`src/rtl/m_uartrx_pkg.sv`:
```
// m_uartrx_pkg: shared constants for the Wishbone UART receiver.
//   - FSM state encoding (legacy 3-bit constants)
//   - register offsets selected by ADR_I
//   - STATUS register bit positions
package m_uartrx_pkg;

    localparam logic [2:0] ST_IDLE  = 3'd0;
    localparam logic [2:0] ST_START = 3'd1;
    localparam logic [2:0] ST_DATA  = 3'd2;
    localparam logic [2:0] ST_PAR   = 3'd3;
    localparam logic [2:0] ST_STOP  = 3'd4;

    localparam logic REG_DATA   = 1'b0;
    localparam logic REG_STATUS = 1'b1;

    localparam int SB_NE   = 0;
    localparam int SB_FULL = 1;
    localparam int SB_OVR  = 2;
    localparam int SB_FERR = 3;
    localparam int SB_PERR = 4;
    localparam int SB_CNT  = 5;   // 4-bit count field at [8:5]

endpackage

```
`src/rtl/m_uartrx_fifo.sv`:
```
// m_uartrx_fifo: synchronous byte FIFO, depth 2**FIFOAW.
//   CLK_I, RST_In : clock, async active-low reset
//   push, din     : write request and byte (ignored when full)
//   pop           : read request (ignored when empty)
//   head          : byte at the read pointer
//   count         : occupancy, FIFOAW+1 bits
//   full, empty   : occupancy flags
module m_uartrx_fifo #(
    parameter int FIFOAW = 2
) (
    input  logic            CLK_I,
    input  logic            RST_In,
    input  logic            push,
    input  logic [7:0]      din,
    input  logic            pop,
    output logic [7:0]      head,
    output logic [FIFOAW:0] count,
    output logic            full,
    output logic            empty
);

    localparam logic [FIFOAW:0] DEPTH = {1'b1, {FIFOAW{1'b0}}};

    logic [7:0]        mem [2**FIFOAW];
    logic [FIFOAW-1:0] wp, rp;
    logic              do_push, do_pop;

    assign do_push = push & ~full;
    assign do_pop  = pop & ~empty;
    assign full    = (count == DEPTH);
    assign empty   = (count == '0);
    assign head    = mem[rp];

    always_ff @(posedge CLK_I or negedge RST_In) begin
        if (!RST_In) begin
            wp    <= '0;
            rp    <= '0;
            count <= '0;
        end else begin
            if (do_push) wp <= wp + 1'b1;
            if (do_pop)  rp <= rp + 1'b1;
            // simultaneous push and pop leave the count alone
            case ({do_push, do_pop})
                2'b10:   count <= count + 1'b1;
                2'b01:   count <= count - 1'b1;
                default: count <= count;
            endcase
        end
    end

    always_ff @(posedge CLK_I) begin
        if (do_push) mem[wp] <= din;
    end

endmodule

```
`src/rtl/m_uartrx_wb.sv`:
```
// m_uartrx_wb: UART receiver (8N1, or 8E1 with M_UARTRX_PARITY_EN defined)
// behind a Wishbone classic responder port.
//   CLK_I, RST_In : clock, async active-low reset
//   usartRX       : asynchronous serial input, idle high
//   STB_I, WE_I   : decoded strobe, write enable
//   ADR_I         : 0 = DATA, 1 = STATUS
//   DAT_I         : write data, [4:2] = W1C for OVR/FERR/PERR
//   ACK_O, DAT_O  : registered one-cycle acknowledge and read data
//   rxirq         : FIFO not empty
// Optional feature macro: M_UARTRX_PARITY_EN (even parity bit before stop).
module m_uartrx_wb
    import m_uartrx_pkg::*;
#(
    parameter int CLKDIV = 104,
    parameter int FIFOAW = 2
) (
    input  logic        CLK_I,
    input  logic        RST_In,
    input  logic        usartRX,
    input  logic        STB_I,
    input  logic        WE_I,
    input  logic        ADR_I,
    input  logic [31:0] DAT_I,
    output logic        ACK_O,
    output logic [31:0] DAT_O,
    output logic        rxirq
);

    localparam int            CW    = $clog2(CLKDIV);
    localparam logic [CW-1:0] FULLC = CW'(CLKDIV - 1);
    localparam logic [CW-1:0] HALFC = CW'(CLKDIV / 2 - 1);

    logic            rx1, rxs;
    logic [2:0]      state;
    logic [CW-1:0]   cnt;
    logic [2:0]      idx;
    logic [7:0]      sh;
    logic            tick, stop_ev, bad;
    logic            push, pop, full, empty;
    logic [7:0]      head;
    logic [FIFOAW:0] count;
    logic            ovr, ferr, perr;
    logic            ovr_set, ferr_set, perr_set;
    logic            acc, clr_wr;
    logic [31:0]     rd_data;
    logic            unused_dat;

    assign unused_dat = ^{DAT_I[31:5], DAT_I[1:0]};

    // two-flop synchroniser, idles high so reset does not look like a start bit
    always_ff @(posedge CLK_I or negedge RST_In) begin
        if (!RST_In) begin
            rx1 <= 1'b1;
            rxs <= 1'b1;
        end else begin
            rx1 <= usartRX;
            rxs <= rx1;
        end
    end

    assign tick = (cnt == '0);

    always_ff @(posedge CLK_I or negedge RST_In) begin
        if (!RST_In) begin
            state <= ST_IDLE;
            cnt   <= '0;
            idx   <= '0;
            sh    <= '0;
        end else begin
            case (state)
                ST_IDLE: if (!rxs) begin
                    state <= ST_START;
                    cnt   <= HALFC;
                end
                ST_START: if (tick) begin
                    // still low at mid-bit: a real start bit, otherwise a glitch
                    state <= rxs ? ST_IDLE : ST_DATA;
                    cnt   <= FULLC;
                    idx   <= '0;
                end else cnt <= cnt - 1'b1;
                ST_DATA: if (tick) begin
                    sh  <= {rxs, sh[7:1]};
                    cnt <= FULLC;
                    idx <= idx + 1'b1;
`ifdef M_UARTRX_PARITY_EN
                    if (idx == 3'd7) state <= ST_PAR;
`else
                    if (idx == 3'd7) state <= ST_STOP;
`endif
                end else cnt <= cnt - 1'b1;
`ifdef M_UARTRX_PARITY_EN
                ST_PAR: if (tick) begin
                    state <= ST_STOP;
                    cnt   <= FULLC;
                end else cnt <= cnt - 1'b1;
`endif
                ST_STOP: if (tick) state <= ST_IDLE;
                         else      cnt   <= cnt - 1'b1;
                default: state <= ST_IDLE;
            endcase
        end
    end

`ifdef M_UARTRX_PARITY_EN
    // a parity miss poisons the frame; STOP then neither pushes nor flags
    assign perr_set = (state == ST_PAR) & tick & (rxs != ^sh);

    always_ff @(posedge CLK_I or negedge RST_In) begin
        if (!RST_In) begin
            bad  <= 1'b0;
            perr <= 1'b0;
        end else begin
            if (perr_set)     bad <= 1'b1;
            else if (stop_ev) bad <= 1'b0;
            perr <= perr_set | (perr & ~(clr_wr & DAT_I[4]));
        end
    end
`else
    assign perr_set = 1'b0;
    assign bad      = 1'b0;
    assign perr     = 1'b0;
`endif

    assign stop_ev  = (state == ST_STOP) & tick;
    assign push     = stop_ev & rxs & ~bad & ~full;
    assign ovr_set  = stop_ev & rxs & ~bad & full;
    assign ferr_set = stop_ev & ~rxs & ~bad;

    // acc is the cycle on whose closing edge ACK_O rises
    assign acc    = STB_I & ~ACK_O;
    assign clr_wr = acc & WE_I & (ADR_I == REG_STATUS);
    assign pop    = acc & ~WE_I & (ADR_I == REG_DATA) & ~empty;

    // set wins over a coincident clear
    always_ff @(posedge CLK_I or negedge RST_In) begin
        if (!RST_In) begin
            ovr  <= 1'b0;
            ferr <= 1'b0;
        end else begin
            ovr  <= ovr_set  | (ovr  & ~(clr_wr & DAT_I[2]));
            ferr <= ferr_set | (ferr & ~(clr_wr & DAT_I[3]));
        end
    end

    m_uartrx_fifo #(.FIFOAW(FIFOAW)) u_fifo (
        .CLK_I  (CLK_I),
        .RST_In (RST_In),
        .push   (push),
        .din    (sh),
        .pop    (pop),
        .head   (head),
        .count  (count),
        .full   (full),
        .empty  (empty)
    );

    always_comb begin
        rd_data = '0;
        if (!WE_I) begin
            if (ADR_I == REG_DATA) begin
                rd_data[7:0] = empty ? 8'h00 : head;
                rd_data[8]   = ~empty;
            end else begin
                rd_data[SB_NE]          = ~empty;
                rd_data[SB_FULL]        = full;
                rd_data[SB_OVR]         = ovr;
                rd_data[SB_FERR]        = ferr;
                rd_data[SB_PERR]        = perr;
                rd_data[SB_CNT +: 4]    = 4'(count);
            end
        end
    end

    always_ff @(posedge CLK_I or negedge RST_In) begin
        if (!RST_In) begin
            ACK_O <= 1'b0;
            DAT_O <= '0;
        end else begin
            ACK_O <= acc;
            if (acc) DAT_O <= rd_data;
        end
    end

    assign rxirq = ~empty;

endmodule

```
`config.mk`:
```
export PLATFORM = sky130hd
export DESIGN_NAME = m_uartrx_wb
export DESIGN_NICKNAME = d
export VERILOG_FILES = /design/src/rtl/m_uartrx_pkg.sv /design/src/rtl/m_uartrx_fifo.sv /design/src/rtl/m_uartrx_wb.sv
export SDC_FILE = /design/constraint.sdc
export NUM_CORES = 1
export LEC_CHECK = 0
export CAP_MARGIN = 25
export CORE_MARGIN = 5
export CORE_UTILIZATION = 55
export CTS_CLUSTER_DIAMETER = 100
export DETAILED_ROUTE_END_ITERATION = 7
export HOLD_SLACK_MARGIN = 0.05
export PLACE_DENSITY = 0.85
export SYNTH_ARGS = -nofsm -noshare
export SYNTH_HDL_FRONTEND = slang
export SYNTH_HIERARCHICAL = 1
export SYNTH_SLANG_ARGS = --single-unit
```
`constraint.sdc`:
```
create_clock -name CLK_I -period 6.25 [get_ports CLK_I]
set_clock_uncertainty 0.2 [all_clocks]
set_input_delay 1.25 -clock CLK_I [delete_from_list [all_inputs] [get_ports CLK_I]]
set_output_delay 1.25 -clock CLK_I [all_outputs]
set_load 0.01 [all_outputs]
```
# After elaboration in Yosys (flattened, before gate mapping)
# Memories as Yosys holds them, arrays and structs flattened.
# Cells that the tools add are included.
[word_totals]
ramBits = 32
in_bits = 38
regBits = 42
wordCells = 90
mem_count = 1
out_inout_bits = 34
[classes]
n_eq_ne = 13
n_addsub = 6
mux = 19
reduce_logical = 11
bitwise = 27
[mem_list]
columns = ["memory", "depth", "width", "rd", "rd_clocked_by_memory_dff", "wr", "line", "rtl"]
rows = [
  ["u_fifo.mem", 4, 8, 1, 0, 1, "m_uartrx_fifo.sv:24", "logic [7:0] mem [2**FIFOAW];"],
]
[ops]
columns = ["operator", "count"]
rows = [
  ["2-to-1 mux 7 bit", 3],
  ["one-hot mux 7 bit (3 select lines)", 1],
  ["2-to-1 mux 3 bit", 6],
  ["2-to-1 mux 9 bit", 2],
  ["AND 1 bit", 17],
  ["!= test 2 bit (second input constant)", 6],
  ["one-hot mux 3 bit (2 select lines)", 2],
  ["one-hot mux 3 bit (4 select lines)", 1],
  ["equality test 3 bit (second input constant)", 3],
  ["2-to-1 mux 8 bit", 1],
  ["inverter 1 bit", 8],
  ["logical NOT 7 bit", 1],
  ["subtractor 7 x 1 -> 7 bit (second input constant)", 1],
  ["adder 3 x 1 -> 3 bit (second input constant)", 2],
  ["logical NOT 3 bit", 2],
  ["AND reduction 3 bit", 2],
  ["AND reduction 5 bit", 1],
  ["adder 2 x 1 -> 2 bit (second input constant)", 2],
  ["nonzero test 2 bit", 2],
  ["equality test 3 x 1 -> 1 bit (second input constant)", 1],
  ["equality test 3 x 2 -> 1 bit (second input constant)", 1],
  ["nonzero test 3 bit", 1],
  ["subtractor 3 x 1 -> 3 bit (second input constant)", 1],
  ["equality test 2 x 1 -> 1 bit (second input constant)", 1],
  ["6 further kinds", 8],
]

# Depth between registers and ports, before layout
[logic_depth]
depth_word = 8
ltp_mapped = 12
depth_no_buf = 12

# By module
# Netlist, hierarchy kept.
[by_module_without_submodules]
columns = ["module", "cells_per_inst", "area_per_inst_um2", "n_inst", "seq_area_each_um2"]
rows = [
  ["m_uartrx_wb", 181, 1884.3, 1, 878.3],
  ["m_uartrx_fifo", 80, 1584.0, 1, 1136.1],
]

# Worst setup path after synthesis
# No wires, ideal clock.
[synth_timing]
kind = "input port to flip-flop"
from = "input port ADR_I"
to = "register u_fifo.count[2]"
setup_time_ns = 0.079
arrival_time_ns = 2.855
stages = 8
path_slack_ns = 3.116
path_buffers = 0
t_required_ns = 5.971
path_cell_list = "nor4_4 -> o31a_2 -> ha_1 -> inv_1 -> fa_1 -> xor2_1 -> nor2_1 -> xor2_1"
[synth_between]
elab_chain_cells = 6
elab_cells_between_ends = 8
classes_between = "2 x eq/ne; 1 x mux; 4 x bitwise; 1 x reduce/logical"
[synth_rtl]
columns = ["element", "line", "rtl"]
rows = [
  ["start: declaration", "m_uartrx_wb.sv:22", "input logic ADR_I,"],
  ["inverter 1 bit *", "-", ""],
  ["AND 1 bit * (2 in series)", "m_uartrx_wb.sv:132", "assign pop = acc & ~WE_I & (ADR_I == REG_DATA) & ~empty;"],
  ["AND 1 bit *", "m_uartrx_fifo.sv:29", "assign do_pop = pop & ~empty;"],
  ["named net u_fifo.do_pop", "m_uartrx_fifo.sv:26", "logic do_push, do_pop;"],
  ["equality test 2 x 1 -> 1 bit or equality test 2 bit (tied branches)", "m_uartrx_fifo.sv:43", "case ({do_push, do_pop})"],
  ["one-hot mux 3 bit (2 select lines) or nonzero test 2 bit (tied branches)", "-", ""],
  ["end signal: assignment", "m_uartrx_fifo.sv:44", "2'b10: count <= count + 1'b1;"],
  ["end signal: assignment", "m_uartrx_fifo.sv:45", "2'b01: count <= count - 1'b1;"],
  ["end signal: assignment", "m_uartrx_fifo.sv:46", "default: count <= count;"],
  ["end: declaration", "m_uartrx_fifo.sv:17", "output logic [FIFOAW:0] count,"],
]
# The timed path passes the listed nets; every way through them passes the cells marked *.
# A chain may end at the register's enable or synchronous reset.

# Worst setup path in the final report
[layout_timing]
from = "input port STB_I"
to = "register u_fifo.count[2]"
[layout_between]
elab_chain_cells = 7
elab_cells_between_ends = 9
classes_between = "2 x eq/ne; 1 x mux; 5 x bitwise; 1 x reduce/logical"
[layout_rtl]
columns = ["element", "line", "rtl"]
rows = [
  ["start: declaration", "m_uartrx_wb.sv:20", "input logic STB_I,"],
  ["AND 1 bit *", "m_uartrx_wb.sv:130", "assign acc = STB_I & ~ACK_O;"],
  ["AND 1 bit * (3 in series)", "m_uartrx_wb.sv:132", ""],
  ["named net pop", "m_uartrx_wb.sv:39", "logic push, pop, full, empty;"],
  ["AND 1 bit *", "m_uartrx_fifo.sv:29", ""],
  ["named net u_fifo.do_pop", "m_uartrx_fifo.sv:26", ""],
  ["equality test 2 x 1 -> 1 bit or equality test 2 bit (tied branches)", "m_uartrx_fifo.sv:43", ""],
  ["one-hot mux 3 bit (2 select lines) or nonzero test 2 bit (tied branches)", "-", ""],
]
# Marks and branches as above.

==> summary.txt <==
min Tclk post-route: 3.891 ns
placed cells: 348
crit end category: flop
CTS Sinks: 74
Max VDD drop: 0.2559 mV
Area Growth Syn to Fin: 11.00%
Initial Utilization: 0.5557
Hold Path Origin: rx1$_DFF_PN1_
die height: 89.41 um
final WL: 6268 um
Layout Utilization: 0.6169
I/O pins: 72
PD cells: 294.1 mW/mm^2
clk_lat worst skew: 0.35 ns
synthesis-stage register bit count: 74
CTS Root Buffer Type: clkbuf_8
Final setup viols: 0
Layout Nets: 331
clk buf depth: 2
post-DP HPWL: 4272 um
fin crit share: 0.6226
CP Launch Type: input pin
Slew Limit Fails: 0
CTS resizes: 0
Worst slew margin: 0.6011
FP Rows: 29
ANT nets after route: 0
asr flop ratio synth: 0.5676
cts bufs inserted: 9
max-cap violations: 0
most frequent cells in the layout: dfrtp_1, edfxtp_1, conb_1
total gr overflow: 0
post-synthesis sequential area ratio: 0.5808
Lkg Pwr: 1.582 nW
Logic pwr share: 0.126
Overall Global Routing Usage: 0.1736
First DRT Iteration DRCs: 133
area leader, netlist: dfrtp_1
setup ws final: 2.359 ns
vias per inst: 5.636
CTS Hold Bufs: 0
PortBufs: 18
worst hold path class: reg2reg
Clk pin slew, worst setup/hold paths: 0.08 ns
CORE AREA: 0.006241 sq mm
Yosys cell types: 54
hold path endpoint: rxs$_DFF_PN1_
DRC Markers: 0
H-tree levels: 3
RSZ-0062 raised after global routing: false
top cells by area, synth: dfrtp_1, edfxtp_1, mux4_2
postcts setup bufs: 0
Worst EP arrival: 3.96 ns
Internal: 0.8374 mW
R2R setup slack: 3.14 ns
die span in x: 89.41 um
worst r2r dst: u_fifo/count[2]$_DFFE_PN0P_
share of cells above drive strength 1: 0.1632
WP data required: 6.32 ns
R2R cell count: 11
Post-synth EDFFs: 32
DIE AREA: 0.007994 sq mm
P_sw: 0.2950 mW
switching share of power: 0.2605
crit-path max FO: 12
CTS tree: done
actual slew at the worst max-slew pin: 0.5939 ns
critical path class: in2reg
TritonRoute pass-1 iters: 4
maximum number of pins on one net before global-route repair: 43
run status: finished clean
Hold WS: 0.1607 ns
initial antenna violation count: 0
final non-filler cell total: 365
RePlAce Congestion: 0.8155
setup slack at placement: 2.022 ns
cell area after synthesis: 0.003468 sq mm
WHS Path Cells: 0
Ys Warns: 6
Hold Vio Cnt, Final: 0
Setup TNS: 0 ns
r2r startpoint: state[0]$_DFFE_PN0P_
Synth top area share: 0.2886
Syn Inst Count: 261
sequential power share: 0.517
ant diodes: 0
commonest non-fill, non-tap cell in the layout: dfrtp_1
fmax: 0.2570 GHz
drt wl/cell: 17.17 um
Post-Syn Area per Cell: 13.29 sq um
Vias: 2057
clock power share: 0.356
Synth Flop Type: dfrtp_1
vias in the first global route: 2007
wire length of the first global-routing pass: 10140 um
==> power groups by stage <==
stage	Clock, mW	Combinational [mW]	Sequential [mW]
6_report	0.404	0.143	0.586
3_5_place_dp	0	0.142	0.596
4_1_cts	0.410	0.143	0.586
5_1_grt	0.431	0.158	0.593
3_3_place_gp	0	0.134	0.595
2_1_floorplan	0	0.118	0.567
==> synth_stat cells (all sizes together), types with 2 or more instances <==
cell and n:
o21ai 9, mux2 8, dfrtp 40, o221ai 2, o21a 2, nand4 2, o22a 2, a21oi 7
and3 4, clkbuf 2, mux4 8, nor3 3, nor2 18, nand2b 4, edfxtp 32, a22o 2
a21o 3, nand2 12, nand3b 2, a222oi 6, ha 9, nand3 3, inv 20, a31oi 3
buf 28, xor2 4, xnor2 3, nor4 3, dfstp 2, nor3b 2
==> critical path, cell delays in order <==
cell	delay, ns
clkdlybuf4s50_1	0.46
nand2b_1	0.30
nor4_4	0.56
o31a_2	0.29
ha_1	0.19
inv_1	0.07
fa_1	0.37
xor2_1	0.16
nor2_1	0.13
xor2_1	0.16
==> area by class of cell <==
type | instances | area (sq um)
clock inverters | 6 | 90.09
inverters | 20 | 75.07
clock buffers | 10 | 127.6
flip-flops and latches | 74 | 2014
fillers | 446 | 2391
repair buffers | 19 | 195.2
well taps | 77 | 96.34
multi-input cells | 159 | 1251
==> per-layer routing <==
layer | routed length [um] | global-route usage
met5 | 0 | 0
met1 | 2599 | 0.2121
met4 | 115 | 0.08119
met3 | 363 | 0.03871
met2 | 3189 | 0.2927
==> flip-flops by register name (all words and copies together), names as in the netlist <==
| signal | flops |
|---|---|
| u_fifo/mem | 32 |
| u_fifo/wp | 2 |
| rx1 | 1 |
| u_fifo/count | 3 |
| ACK_O | 1 |
| rxs | 1 |
| DAT_O | 9 |
| ferr | 1 |
| cnt | 7 |
| u_fifo/rp | 2 |
| state | 3 |
| idx | 3 |
| ovr | 1 |
| sh | 8 |
==> how the worst max path moves through the flow <==
stage / startpoint / endpoint / slack (ns) / cells after the start
final: STB_I / u_fifo/count[2]$_DFFE_PN0P_ / 2.36 / 10
after global placement: STB_I / u_fifo/count[2]$_DFFE_PN0P_ / 2.19 / 10
after floorplan: ADR_I / u_fifo/count[2]$_DFFE_PN0P_ / 3.12 / 8
after CTS: STB_I / u_fifo/count[2]$_DFFE_PN0P_ / 2.40 / 10
after global routing: STB_I / u_fifo/count[2]$_DFFE_PN0P_ / 2.26 / 10
after detailed placement: STB_I / u_fifo/count[2]$_DFFE_PN0P_ / 2.02 / 10
==> kinds of logic (layout without fill, tap and decap cells) <==
kind of cell    Yosys count  after routing  share of synthesized area
compound gates           43             43                    0.08947
xor+xnor                  7              7                    0.01768
fa+ha+maj                10             10                    0.03824
buf+inv                  50             55                    0.08225
flops                    74             74                     0.5808
mux                      17             17                    0.08947
other cells               1             23                   0.001081
simple gates             59             59                     0.1010
==> through the flow <==
step	power (mW)	area (sq um)
after floorplan	0.6847	3551
after global placement	0.7294	3612
after detailed placement	0.7377	3612
after CTS	1.140	3830
after global routing	1.181	3850
final	1.132	3850
Power figures use the tool's default switching activity.
